**config.mk**
```make
export PLATFORM = sky130hd
export DESIGN_NAME = mem_port_arbiter_flat
export DESIGN_NICKNAME = d
export VERILOG_FILES = /design/src/rtl/mem_port_arbiter_if.sv /design/src/rtl/mem_port_arbiter.sv /design/src/flat_wrapper.sv
export SDC_FILE = /design/constraint.sdc
export NUM_CORES = 1
export LEC_CHECK = 0
export CORE_ASPECT_RATIO = 1.1
export CORE_UTILIZATION = 35
export CTS_BUF_LIST = sky130_fd_sc_hd__clkbuf_16
export DETAILED_ROUTE_END_ITERATION = 16
export PLACE_DENSITY = 0.67
export SETUP_SLACK_MARGIN = 0.1
export SYNTH_ARGS = -nofsm -noshare
export SYNTH_HDL_FRONTEND = slang
export SYNTH_SLANG_ARGS = --single-unit
```
**constraint.sdc**
```tcl
create_clock -name clk -period 6.83 [get_ports clk]
set_input_delay 1.0245 -clock clk [delete_from_list [all_inputs] [get_ports clk]]
set_output_delay 1.0245 -clock clk [all_outputs]
set_load 0.05 [all_outputs]
```
**src/rtl/mem_port_arbiter_if.sv**
```systemverilog
// Signal bundle joining the CPU fetch/data requesters, the shared memory port and the arbiter.
// slave is the arbiter's view; master is the view of the requesters and memory around it.
interface mem_port_arbiter_if #(
   parameter int unsigned ADDR_W = 32,
   parameter int unsigned DATA_W = 32
);
   localparam int unsigned BE_W = DATA_W / 8;

   logic              i_req;
   logic [ADDR_W-1:0] i_addr;
   logic              i_ack;
   logic [DATA_W-1:0] i_rdata;

   logic              d_req;
   logic              d_we;
   logic [ADDR_W-1:0] d_addr;
   logic [DATA_W-1:0] d_wdata;
   logic [BE_W-1:0]   d_be;
   logic              d_ack;
   logic [DATA_W-1:0] d_rdata;

   logic              err;
   logic              busy;

   logic              mem_req;
   logic              mem_we;
   logic [ADDR_W-1:0] mem_addr;
   logic [DATA_W-1:0] mem_wdata;
   logic [BE_W-1:0]   mem_be;
   logic              mem_ready;
   logic [DATA_W-1:0] mem_rdata;

   modport slave (
      input  i_req, i_addr, d_req, d_we, d_addr, d_wdata, d_be, mem_ready, mem_rdata,
      output i_ack, i_rdata, d_ack, d_rdata, err, busy,
             mem_req, mem_we, mem_addr, mem_wdata, mem_be
   );

   modport master (
      output i_req, i_addr, d_req, d_we, d_addr, d_wdata, d_be, mem_ready, mem_rdata,
      input  i_ack, i_rdata, d_ack, d_rdata, err, busy,
             mem_req, mem_we, mem_addr, mem_wdata, mem_be
   );
endinterface

```
**src/rtl/mem_port_arbiter.sv**
```systemverilog
// Round-robin arbiter sharing one variable-latency memory port between instruction fetch (I)
// and data (D) requesters, with a watchdog that aborts accesses the memory never completes.
module mem_port_arbiter #(
   parameter int unsigned       ADDR_W   = 32,
   parameter int unsigned       DATA_W   = 32,
   parameter int unsigned       TIMEOUT  = 255,
   parameter logic [DATA_W-1:0] ERR_DATA = '0
) (
   input  logic              clk,
   input  logic              rst,
   mem_port_arbiter_if.slave bus
);
   localparam int unsigned BE_W  = DATA_W / 8;
   localparam int unsigned CNT_W = 16;
   localparam logic [CNT_W-1:0] CNT_LAST = CNT_W'(TIMEOUT - 1);

   typedef enum logic [1:0] {S_IDLE, S_ISSUE, S_RESP} state_t;

   state_t            r_state,     w_state;
   logic              r_last_d,    w_last_d;
   logic [CNT_W-1:0]  r_cnt,       w_cnt;
   logic              r_mem_req,   w_mem_req;
   logic              r_mem_we,    w_mem_we;
   logic [ADDR_W-1:0] r_mem_addr,  w_mem_addr;
   logic [DATA_W-1:0] r_mem_wdata, w_mem_wdata;
   logic [BE_W-1:0]   r_mem_be,    w_mem_be;
   logic              r_i_ack,     w_i_ack;
   logic              r_d_ack,     w_d_ack;
   logic              r_err,       w_err;
   logic [DATA_W-1:0] r_i_rdata,   w_i_rdata;
   logic [DATA_W-1:0] r_d_rdata,   w_d_rdata;
   logic              r_busy,      w_busy;
   logic              w_gnt_d;

   // D wins a tie unless it had the previous grant; r_last_d also marks the side in flight.
   assign w_gnt_d = bus.d_req & (~bus.i_req | ~r_last_d);

   always_ff @(posedge clk or posedge rst) begin
      if (rst) begin
         r_state     <= S_IDLE;
         r_last_d    <= 1'b0;
         r_cnt       <= '0;
         r_mem_req   <= 1'b0;
         r_mem_we    <= 1'b0;
         r_mem_addr  <= '0;
         r_mem_wdata <= '0;
         r_mem_be    <= '0;
         r_i_ack     <= 1'b0;
         r_d_ack     <= 1'b0;
         r_err       <= 1'b0;
         r_i_rdata   <= '0;
         r_d_rdata   <= '0;
         r_busy      <= 1'b0;
      end else begin
         r_state     <= w_state;
         r_last_d    <= w_last_d;
         r_cnt       <= w_cnt;
         r_mem_req   <= w_mem_req;
         r_mem_we    <= w_mem_we;
         r_mem_addr  <= w_mem_addr;
         r_mem_wdata <= w_mem_wdata;
         r_mem_be    <= w_mem_be;
         r_i_ack     <= w_i_ack;
         r_d_ack     <= w_d_ack;
         r_err       <= w_err;
         r_i_rdata   <= w_i_rdata;
         r_d_rdata   <= w_d_rdata;
         r_busy      <= w_busy;
      end
   end

   always_comb begin
      w_state     = r_state;
      w_last_d    = r_last_d;
      w_cnt       = r_cnt;
      w_mem_req   = r_mem_req;
      w_mem_we    = r_mem_we;
      w_mem_addr  = r_mem_addr;
      w_mem_wdata = r_mem_wdata;
      w_mem_be    = r_mem_be;
      w_i_ack     = 1'b0;
      w_d_ack     = 1'b0;
      w_err       = 1'b0;
      w_i_rdata   = r_i_rdata;
      w_d_rdata   = r_d_rdata;

      case (r_state)
         S_IDLE: begin
            if (bus.i_req || bus.d_req) begin
               w_last_d  = w_gnt_d;
               w_mem_req = 1'b1;
               w_cnt     = '0;
               w_state   = S_ISSUE;
               if (w_gnt_d) begin
                  w_mem_we    = bus.d_we;
                  w_mem_addr  = bus.d_addr;
                  w_mem_wdata = bus.d_wdata;
                  w_mem_be    = bus.d_we ? bus.d_be : {BE_W{1'b1}};
               end else begin
                  w_mem_we    = 1'b0;
                  w_mem_addr  = bus.i_addr;
                  w_mem_wdata = '0;
                  w_mem_be    = {BE_W{1'b1}};
               end
            end
         end

         S_ISSUE: begin
            // A ready on the last watchdog cycle still counts as a normal completion.
            if (bus.mem_ready) begin
               w_mem_req = 1'b0;
               w_state   = S_RESP;
               w_i_ack   = ~r_last_d;
               w_d_ack   = r_last_d;
               if (!r_mem_we) begin
                  if (r_last_d) w_d_rdata = bus.mem_rdata;
                  else          w_i_rdata = bus.mem_rdata;
               end
            end else if (r_cnt == CNT_LAST) begin
               w_mem_req = 1'b0;
               w_state   = S_RESP;
               w_err     = 1'b1;
               w_i_ack   = ~r_last_d;
               w_d_ack   = r_last_d;
               if (r_last_d) w_d_rdata = ERR_DATA;
               else          w_i_rdata = ERR_DATA;
            end else begin
               w_cnt = r_cnt + CNT_W'(1);
            end
         end

         S_RESP: begin
            w_state = S_IDLE;
         end

         default: begin
            w_state   = S_IDLE;
            w_mem_req = 1'b0;
         end
      endcase

      w_busy = (w_state != S_IDLE);
   end

   assign bus.i_ack     = r_i_ack;
   assign bus.d_ack     = r_d_ack;
   assign bus.i_rdata   = r_i_rdata;
   assign bus.d_rdata   = r_d_rdata;
   assign bus.err       = r_err;
   assign bus.busy      = r_busy;
   assign bus.mem_req   = r_mem_req;
   assign bus.mem_we    = r_mem_we;
   assign bus.mem_addr  = r_mem_addr;
   assign bus.mem_wdata = r_mem_wdata;
   assign bus.mem_be    = r_mem_be;
endmodule

```
**src/flat_wrapper.sv**
```systemverilog
// flat-port wrapper written by rule: the top's interface ports become plain ports
module mem_port_arbiter_flat 
#(
   parameter int unsigned       ADDR_W   = 32,
   parameter int unsigned       DATA_W   = 32,
   parameter int unsigned       TIMEOUT  = 255,
   parameter logic [DATA_W-1:0] ERR_DATA = '0
)
  (clk, rst, bus_i_req, bus_i_addr, bus_d_req, bus_d_we, bus_d_addr, bus_d_wdata, bus_d_be, bus_mem_ready, bus_mem_rdata, bus_i_ack, bus_i_rdata, bus_d_ack, bus_d_rdata, bus_err, bus_busy, bus_mem_req, bus_mem_we, bus_mem_addr, bus_mem_wdata, bus_mem_be);
  mem_port_arbiter_if #(.ADDR_W(ADDR_W), .DATA_W(DATA_W)) bus_i ();
  input  logic clk;
  input  logic rst;
  input wire logic [$bits(bus_i.i_req)-1:0] bus_i_req;
  input wire logic [$bits(bus_i.i_addr)-1:0] bus_i_addr;
  input wire logic [$bits(bus_i.d_req)-1:0] bus_d_req;
  input wire logic [$bits(bus_i.d_we)-1:0] bus_d_we;
  input wire logic [$bits(bus_i.d_addr)-1:0] bus_d_addr;
  input wire logic [$bits(bus_i.d_wdata)-1:0] bus_d_wdata;
  input wire logic [$bits(bus_i.d_be)-1:0] bus_d_be;
  input wire logic [$bits(bus_i.mem_ready)-1:0] bus_mem_ready;
  input wire logic [$bits(bus_i.mem_rdata)-1:0] bus_mem_rdata;
  output wire logic [$bits(bus_i.i_ack)-1:0] bus_i_ack;
  output wire logic [$bits(bus_i.i_rdata)-1:0] bus_i_rdata;
  output wire logic [$bits(bus_i.d_ack)-1:0] bus_d_ack;
  output wire logic [$bits(bus_i.d_rdata)-1:0] bus_d_rdata;
  output wire logic [$bits(bus_i.err)-1:0] bus_err;
  output wire logic [$bits(bus_i.busy)-1:0] bus_busy;
  output wire logic [$bits(bus_i.mem_req)-1:0] bus_mem_req;
  output wire logic [$bits(bus_i.mem_we)-1:0] bus_mem_we;
  output wire logic [$bits(bus_i.mem_addr)-1:0] bus_mem_addr;
  output wire logic [$bits(bus_i.mem_wdata)-1:0] bus_mem_wdata;
  output wire logic [$bits(bus_i.mem_be)-1:0] bus_mem_be;
  assign bus_i.i_req = bus_i_req;
  assign bus_i.i_addr = bus_i_addr;
  assign bus_i.d_req = bus_d_req;
  assign bus_i.d_we = bus_d_we;
  assign bus_i.d_addr = bus_d_addr;
  assign bus_i.d_wdata = bus_d_wdata;
  assign bus_i.d_be = bus_d_be;
  assign bus_i.mem_ready = bus_mem_ready;
  assign bus_i.mem_rdata = bus_mem_rdata;
  assign bus_i_ack = bus_i.i_ack;
  assign bus_i_rdata = bus_i.i_rdata;
  assign bus_d_ack = bus_i.d_ack;
  assign bus_d_rdata = bus_i.d_rdata;
  assign bus_err = bus_i.err;
  assign bus_busy = bus_i.busy;
  assign bus_mem_req = bus_i.mem_req;
  assign bus_mem_we = bus_i.mem_we;
  assign bus_mem_addr = bus_i.mem_addr;
  assign bus_mem_wdata = bus_i.mem_wdata;
  assign bus_mem_be = bus_i.mem_be;
  mem_port_arbiter #(.ADDR_W(ADDR_W), .DATA_W(DATA_W), .TIMEOUT(TIMEOUT), .ERR_DATA(ERR_DATA)) u_core (.clk(clk), .rst(rst), .bus(bus_i));
endmodule
```
==> summary.txt, run 1 <==
Setup path
  – CP Launch Type: input pin
  – Largest delay share family, worst path: buffers and inverters
  – Crit-path max cell delay: about 0.53 ns
  – Crit path required time: ~7 ns
  – Crit Path Max Fanout: 33
  – Crit path buf inv count: 3
  – Crit path DAT: between 3 and 4 ns
  – FF-to-FF Start: u_core.r_state[0]
  – CP max stage cell: nor3b_4
  – Crit path launch: bus_d_req
  – End of the critical path: u_core.bus.mem_be[1]
  – Flop-to-flop setup slack: roughly 4.1 ns
  – Register-to-Register Path Depth: 4
  – Critical path depth: 7
  – CP endpoint kind: flip-flop
  – CP most frequent cell: buf_4
  – Critical path class: input pin to flip-flop
  – Critical path, cell by cell: clkdlybuf4s50_1 -> a21boi_4 -> buf_4 -> nor3b_4 -> buf_4 -> nand2_1 -> o22a_1
  – Reg-to-reg endpoint: u_core.r_cnt[1]

Logic synthesis
  – Mean area per synthesized cell: roughly 12 µm²
  – Synthesized flop and latch total: about 160
  – Cell variety after synth: 54
  – Post-synth ARST share: 100%
  – Main flop type after synthesis: dfrtp_1
  – Synthesized cell area: around 6500 µm²
  – Cells after Synth: about 530
  – Sequential share of the synthesized area: between 60 and 70%
  – Syn_nets: about 670
  – Post-synth EDFFs: 0
  – Yosys warns: 0

Route
  – Routed len/inst: 18.6 µm
  – 1st-pass router iterations: 5
  – Total number of vias: around 5500
  – Final WL: around 19000 µm
  – # DRC: 0
  – Via-per-instance ratio: 5.33
  – Initial DRC count: 350
  – DRT antenna net count: 0

STA
  – # setup viols final: 0
  – Worst slew margin: between 30% and 40%
  – Final hold vios: 0
  – RSZ-0062 raised after global routing: no
  – Final Max Tran Viols: 0
  – Setup tns final: 0 ns
  – Tcrit/Tclk final: a little under half
  – Achievable Freq: around 0.32 GHz
  – Minimum clock period: 3.11 ns
  – Setup Skew: slightly below 0.009 ns
  – Least-Margin Pin Slew: 0.999 ns

Place
  – Port bufs: approximately 280
  – DP Wirelength: 13300 µm
  – Placer Congestion: between 0.8 and 0.9

Clock network
  – CTS sink cnt: 157
  – Clock transition at path regs: 0.06 ns
  – CTS Buffer Depth: 2
  – Skew-Pair Late Insertion Delay: approximately 0.42 ns
  – Setup Fix Bufs, Post-CTS: 0
  – Num CTS Buffers: 17
  – CTS hold repair buffers: 0
  – CTS root buffer: clkbuf_16
  – TritonCTS clock tree: built
  – Cts repair resizes: 0
  – H-tree lvl count: 4

Floorplan
  – # rows: 52
  – Ports: between 200 and 300
  – DIE AREA: about 19000 µm²
  – DIE WIDTH: between 100 and 150 µm
  – Area of the core: roughly 18000 µm²
  – Initial Util: 35.5%
  – Die Y: 145 µm

Run status
  – Result of the run: complete, no violations

GRT
  – First-pass GRT wire length: a little over 30000 µm
  – All-Layer GR Usage: between 20% and 30%
  – Vias in the first global route: between 5000 and 6000
  – Global route total overflow: 0
  – Largest net degree at the start of global routing: roughly 100
  – Antenna violations before repair: 0

Final layout
  – Antenna Cells: 0
  – Nets: slightly above 900
  – Share of layout cells above drive strength 1: under 10%
  – Commonest cells after routing, fill and taps aside: clkdlybuf4s50_1 (274), dfrtp_1 (157), a32o_1 (62), nand2_1 (43), o21ai_0 (36)
  – Synthesis-to-finish area growth: 53.7%
  – Commonest non-fill, non-tap cell in the layout: clkdlybuf4s50_1
  – Fillers: about 1500

Pwr
  – VDD IR max: about 300 µV
  – PD cells: roughly 530 nW/µm²
  – Total chip power: around 5.3 mW
  – Pleak: roughly 4.2 nW

Job
  – Max-cap viol count: 0

Worst hold path
  – Hold Crit Class: flip-flop to flip-flop
-- cell usage after synthesis, types with 2 or more instances --
master	number	share of area, %
a211oi_1	3	0.35
a21boi_0	2	0.23
a21oi_1	4	0.31
a22o_1	32	4.3
a2bb2oi_1	2	0.27
a31oi_1	8	0.77
a32o_1	62	9.5
a32oi_1	2	0.27
and3_1	4	0.38
and4_1	2	0.27
buf_2	14	1.1
buf_6	3	0.52
clkbuf_1	31	1.8
dfrtp_1	157	60
ha_1	2	0.38
inv_1	12	0.69
mux2i_1	32	4.9
nand2_1	43	2.5
nand2b_1	4	0.38
nand3_1	6	0.46
nand4_1	8	0.77
nor2_1	6	0.35
nor3_1	5	0.38
nor4_1	4	0.38
o211ai_1	5	0.58
o21a_1	2	0.23
o21ai_0	36	2.8
o221ai_1	3	0.40
o22a_1	4	0.54
or4_1	4	0.46
-- kinds of logic after synthesis --
logic type | synth area share [%]
AO/OA/AOI/OAI | 22.0
XOR/XNOR | 0.134
adder cells (fa/ha/maj) | 0.384
buffers and inverters | 4.12
flip-flops | 60.2
multiplexers | 5.08
AND/OR/NAND/NOR | 8.02
-- metrics by stage --
step / util (%) / instances / instance area [µm²] / hold WS (ns) / worst slack, ns
2_1_floorplan: - / 526 / 6520 / 0.506 / 1.57
3_3_place_gp: 51.4 / 1002 / 9440 / 0.467 / 3.38
3_5_place_dp: 51.4 / 1002 / 9440 / 0.473 / 3.25
4_1_cts: 54.6 / 1034 / 10000 / 0.488 / 3.70
5_1_grt: 54.6 / 1034 / 10000 / 0.491 / 3.59
6_report: 54.6 / 1034 / 10000 / 0.485 / 3.72
-- cell type report --
cell class | count | area, µm² | area share (%)
inverters | 12 | 50.0 | 0.499
multi-input cells | 308 | 2350 | 23.5
flip-flops and latches | 157 | 3930 | 39.2
clock buffers | 17 | 425 | 4.24
repair buffers | 282 | 2800 | 27.9
well taps | 243 | 304 | 3.03
clock inverters | 15 | 161 | 1.61
-- registers in the layout (all words and copies together) (netlist names) --
| signal | cells |
|---|---|
| u_core.bus.err | 1 |
| u_core.bus.i_ack | 1 |
| u_core.bus.mem_be | 4 |
| u_core.bus.mem_we | 1 |
| u_core.bus.d_rdata | 32 |
| u_core.bus.mem_req | 1 |
| u_core.r_cnt | 16 |
| u_core.bus.i_rdata | 32 |
| u_core.r_last_d | 1 |
| u_core.bus.mem_addr | 32 |
| u_core.bus.busy | 1 |
| u_core.bus.d_ack | 1 |
| u_core.r_state | 2 |
| u_core.bus.mem_wdata | 32 |
-- how the worst min path moves through the flow --
stage,startpoint,end,slack [ns],cells past startpoint
2_1_floorplan,u_core.r_state[0],u_core.bus.mem_req,0.51,1
3_3_place_gp,u_core.bus.mem_addr[0],u_core.bus.mem_addr[0],0.47,2
3_5_place_dp,u_core.bus.mem_addr[16],u_core.bus.mem_addr[16],0.47,2
4_1_cts,u_core.bus.mem_addr[19],u_core.bus.mem_addr[19],0.49,2
5_1_grt,u_core.bus.mem_addr[19],u_core.bus.mem_addr[19],0.49,2
6_report,u_core.bus.mem_addr[30],u_core.bus.mem_addr[30],0.49,2
-- metal layers --
| layer | part of all wire (%) | GRT usage (%) | routed length, µm |
|---|---|---|---|
| met4 | 2.6 | 9.42 | 503 |
| met1 | 41 | 24.7 | 7890 |
| met3 | 8.2 | 5.97 | 1580 |
| met5 | 0 | 0 | 0 |
| met2 | 48 | 33.3 | 9240 |
-- worst reg2reg max path, cell delays in order, from the launching register on --
cell and delay [ns]:
dfrtp_1 0.48, nor2b_1 0.75, nand2_1 0.35, o21ai_2 0.60
mux2_2 0.40
-- power by group --
group          internal [mW]  switching (mW)
clock                  0.544           0.396
sequential              1.30           0.252
combinational          0.967            1.85
total                   2.81            2.50
(Power assumes the default switching activity.)
==> inputs of run 2 (changes only) <==
- PLACE_DENSITY: 0.67 -> 0.7
- clock period: 6.83 -> 2.5 ns (I/O delays scaled with it)
==> summary.txt, run 2 (same netlist as run 1, synthesis figures left out) <==
Run status
  – Result of the run: complete, no violations

Floorplan
  – Die Y: approximately 150 µm
  – Initial Util: a little over a third
  – Area of the core: approximately 18000 µm²
  – Ports: between 200 and 300
  – DIE AREA: roughly 19000 µm²
  – # rows: between 50 and 60
  – DIE WIDTH: approximately 130 µm

Pwr
  – Pleak: approximately 4.2 nW
  – PD cells: 1430 nW/µm²
  – VDD IR max: 922 µV
  – Total chip power: between 10 and 15 mW

STA
  – Final hold vios: 0
  – RSZ-0062 raised after global routing: no
  – Final Worst Setup Slack: ~0.21 ns
  – Setup Skew: about 0.009 ns
  – Final Max Tran Viols: 0
  – # setup viols final: 0
  – Worst hold slack: roughly 0.35 ns
  – Worst slew margin: between 50 and 60%
  – Least-Margin Pin Slew: about 0.64 ns
  – Achievable Freq: around 0.44 GHz
  – Minimum clock period: 2.29 ns
  – Setup tns final: 0 ns
  – Tcrit/Tclk final: about 91%

Route
  – Initial DRC count: approximately 480
  – Final WL: about 19000 µm
  – 1st-pass router iterations: 7
  – Total number of vias: approximately 5500
  – DRT antenna net count: 0
  – # DRC: 0
  – Routed len/inst: approximately 18 µm
  – Via-per-instance ratio: around 5.3

Setup path
  – Crit path required time: about 2.8 ns
  – CP endpoint kind: flip-flop
  – FF-to-FF Start: u_core.r_cnt[0]
  – Critical path class: flip-flop to flip-flop
  – Reg-to-reg endpoint: u_core.r_cnt[7]
  – CP Launch Type: flip-flop
  – Register-to-Register Path Depth: 7
  – Flop-to-flop setup slack: around 0.21 ns
  – Crit path DAT: roughly 2.6 ns
  – Crit Path Max Fanout: 9

Final layout
  – Final Util: roughly 56%
  – Commonest non-fill, non-tap cell in the layout: clkdlybuf4s50_1
  – Post-Layout Inst Area: 10200 µm²
  – Fin cells: ~1000
  – Nets: 930
  – Fillers: approximately 1500
  – Commonest cells after routing, fill and taps aside: clkdlybuf4s50_1 (274), dfrtp_1 (157), a32o_1 (62), nand2_1 (43), o21ai_0 (36)
  – Share of layout cells above drive strength 1: under 10%
  – Synthesis-to-finish area growth: 56.4%

GRT
  – All-Layer GR Usage: between 20% and 30%
  – Global route total overflow: 0
  – Largest net degree at the start of global routing: between 60 and 70
  – First-pass GRT wire length: between 30000 and 40000 µm
  – Antenna violations before repair: 1
  – Vias in the first global route: 5661

Clock network
  – Cts repair resizes: 0
  – TritonCTS clock tree: built
  – H-tree lvl count: 4
  – CTS Buffer Depth: 2
  – CTS hold repair buffers: 0
  – CTS root buffer: clkbuf_16
  – Skew-Pair Late Insertion Delay: between 0.4 and 0.5 ns
  – CTS sink cnt: approximately 160
  – Setup Fix Bufs, Post-CTS: 0
  – Num CTS Buffers: 17
  – Clock transition at path regs: roughly 0.07 ns

Place
  – DP Wirelength: roughly 14000 µm
  – DP Area: 9600 µm²
  – Placer Congestion: 0.892
  – Port bufs: approximately 280
  – Cells after DPL: ~1000
  – Dpl ws: 0.306 ns

Job
  – Max-cap viol count: 0

Worst hold path
  – Hold Crit Class: input pin to asynchronous set/reset pin
## run 2: cell count changes in the layout (fill, tap and decap cells not counted), sizes merged
cell      change
diode         +1
inv           +1
clkinv        +3
clkinvlp      -3
bufinv        -1
buf          +12
## run 2: layout make-up
cell class	count	area [µm²]	area share, %
Sequential cell	157	3930	38.5
Clock inverter	15	175	1.72
Timing Repair Buffer	294	2970	29.1
Tap cell	243	304	2.98
Antenna cell	1	2.50	0.0245
Clock buffer	17	425	4.17
Multi-Input combinational cell	308	2350	23.0
Inverter	12	48.8	0.478
## run 2: per-layer routing
layer  GRT usage [%]  part of all wire [%]
met1            24.8                    41
met2            33.3                    49
met3            6.15                   8.5
met4            7.15                   1.7
met5               0                     0
## run 2: report_power, final
part,switching (mW),internal (mW),total [mW]
Clock,1.17,1.43,2.60
Combinational,5.07,2.72,7.80
Sequential,0.667,3.55,4.22
## run 2: worst max-delay path: stages, from the launching register on
cell and delay (ns):
dfrtp_1 0.43, inv_1 0.11, ha_1 0.18, nor4b_1 0.36
nand4_1 0.47, buf_4 0.34, a41oi_1 0.19, a31oi_1 0.06
## run 2: worst max path at each step
stage          slack (ns)  cells past startpoint               from                endpoint
2_1_floorplan        0.14                      1                rst         u_core.bus.busy
3_3_place_gp         0.32                      5          bus_i_req         u_core.r_cnt[1]
3_5_place_dp         0.31                      5    u_core.r_cnt[8]  u_core.bus.d_rdata[27]
4_1_cts              0.25                      1  u_core.bus.mem_we              bus_mem_we
5_1_grt              0.12                      7    u_core.r_cnt[0]         u_core.r_cnt[7]
6_report             0.21                      7    u_core.r_cnt[0]         u_core.r_cnt[7]
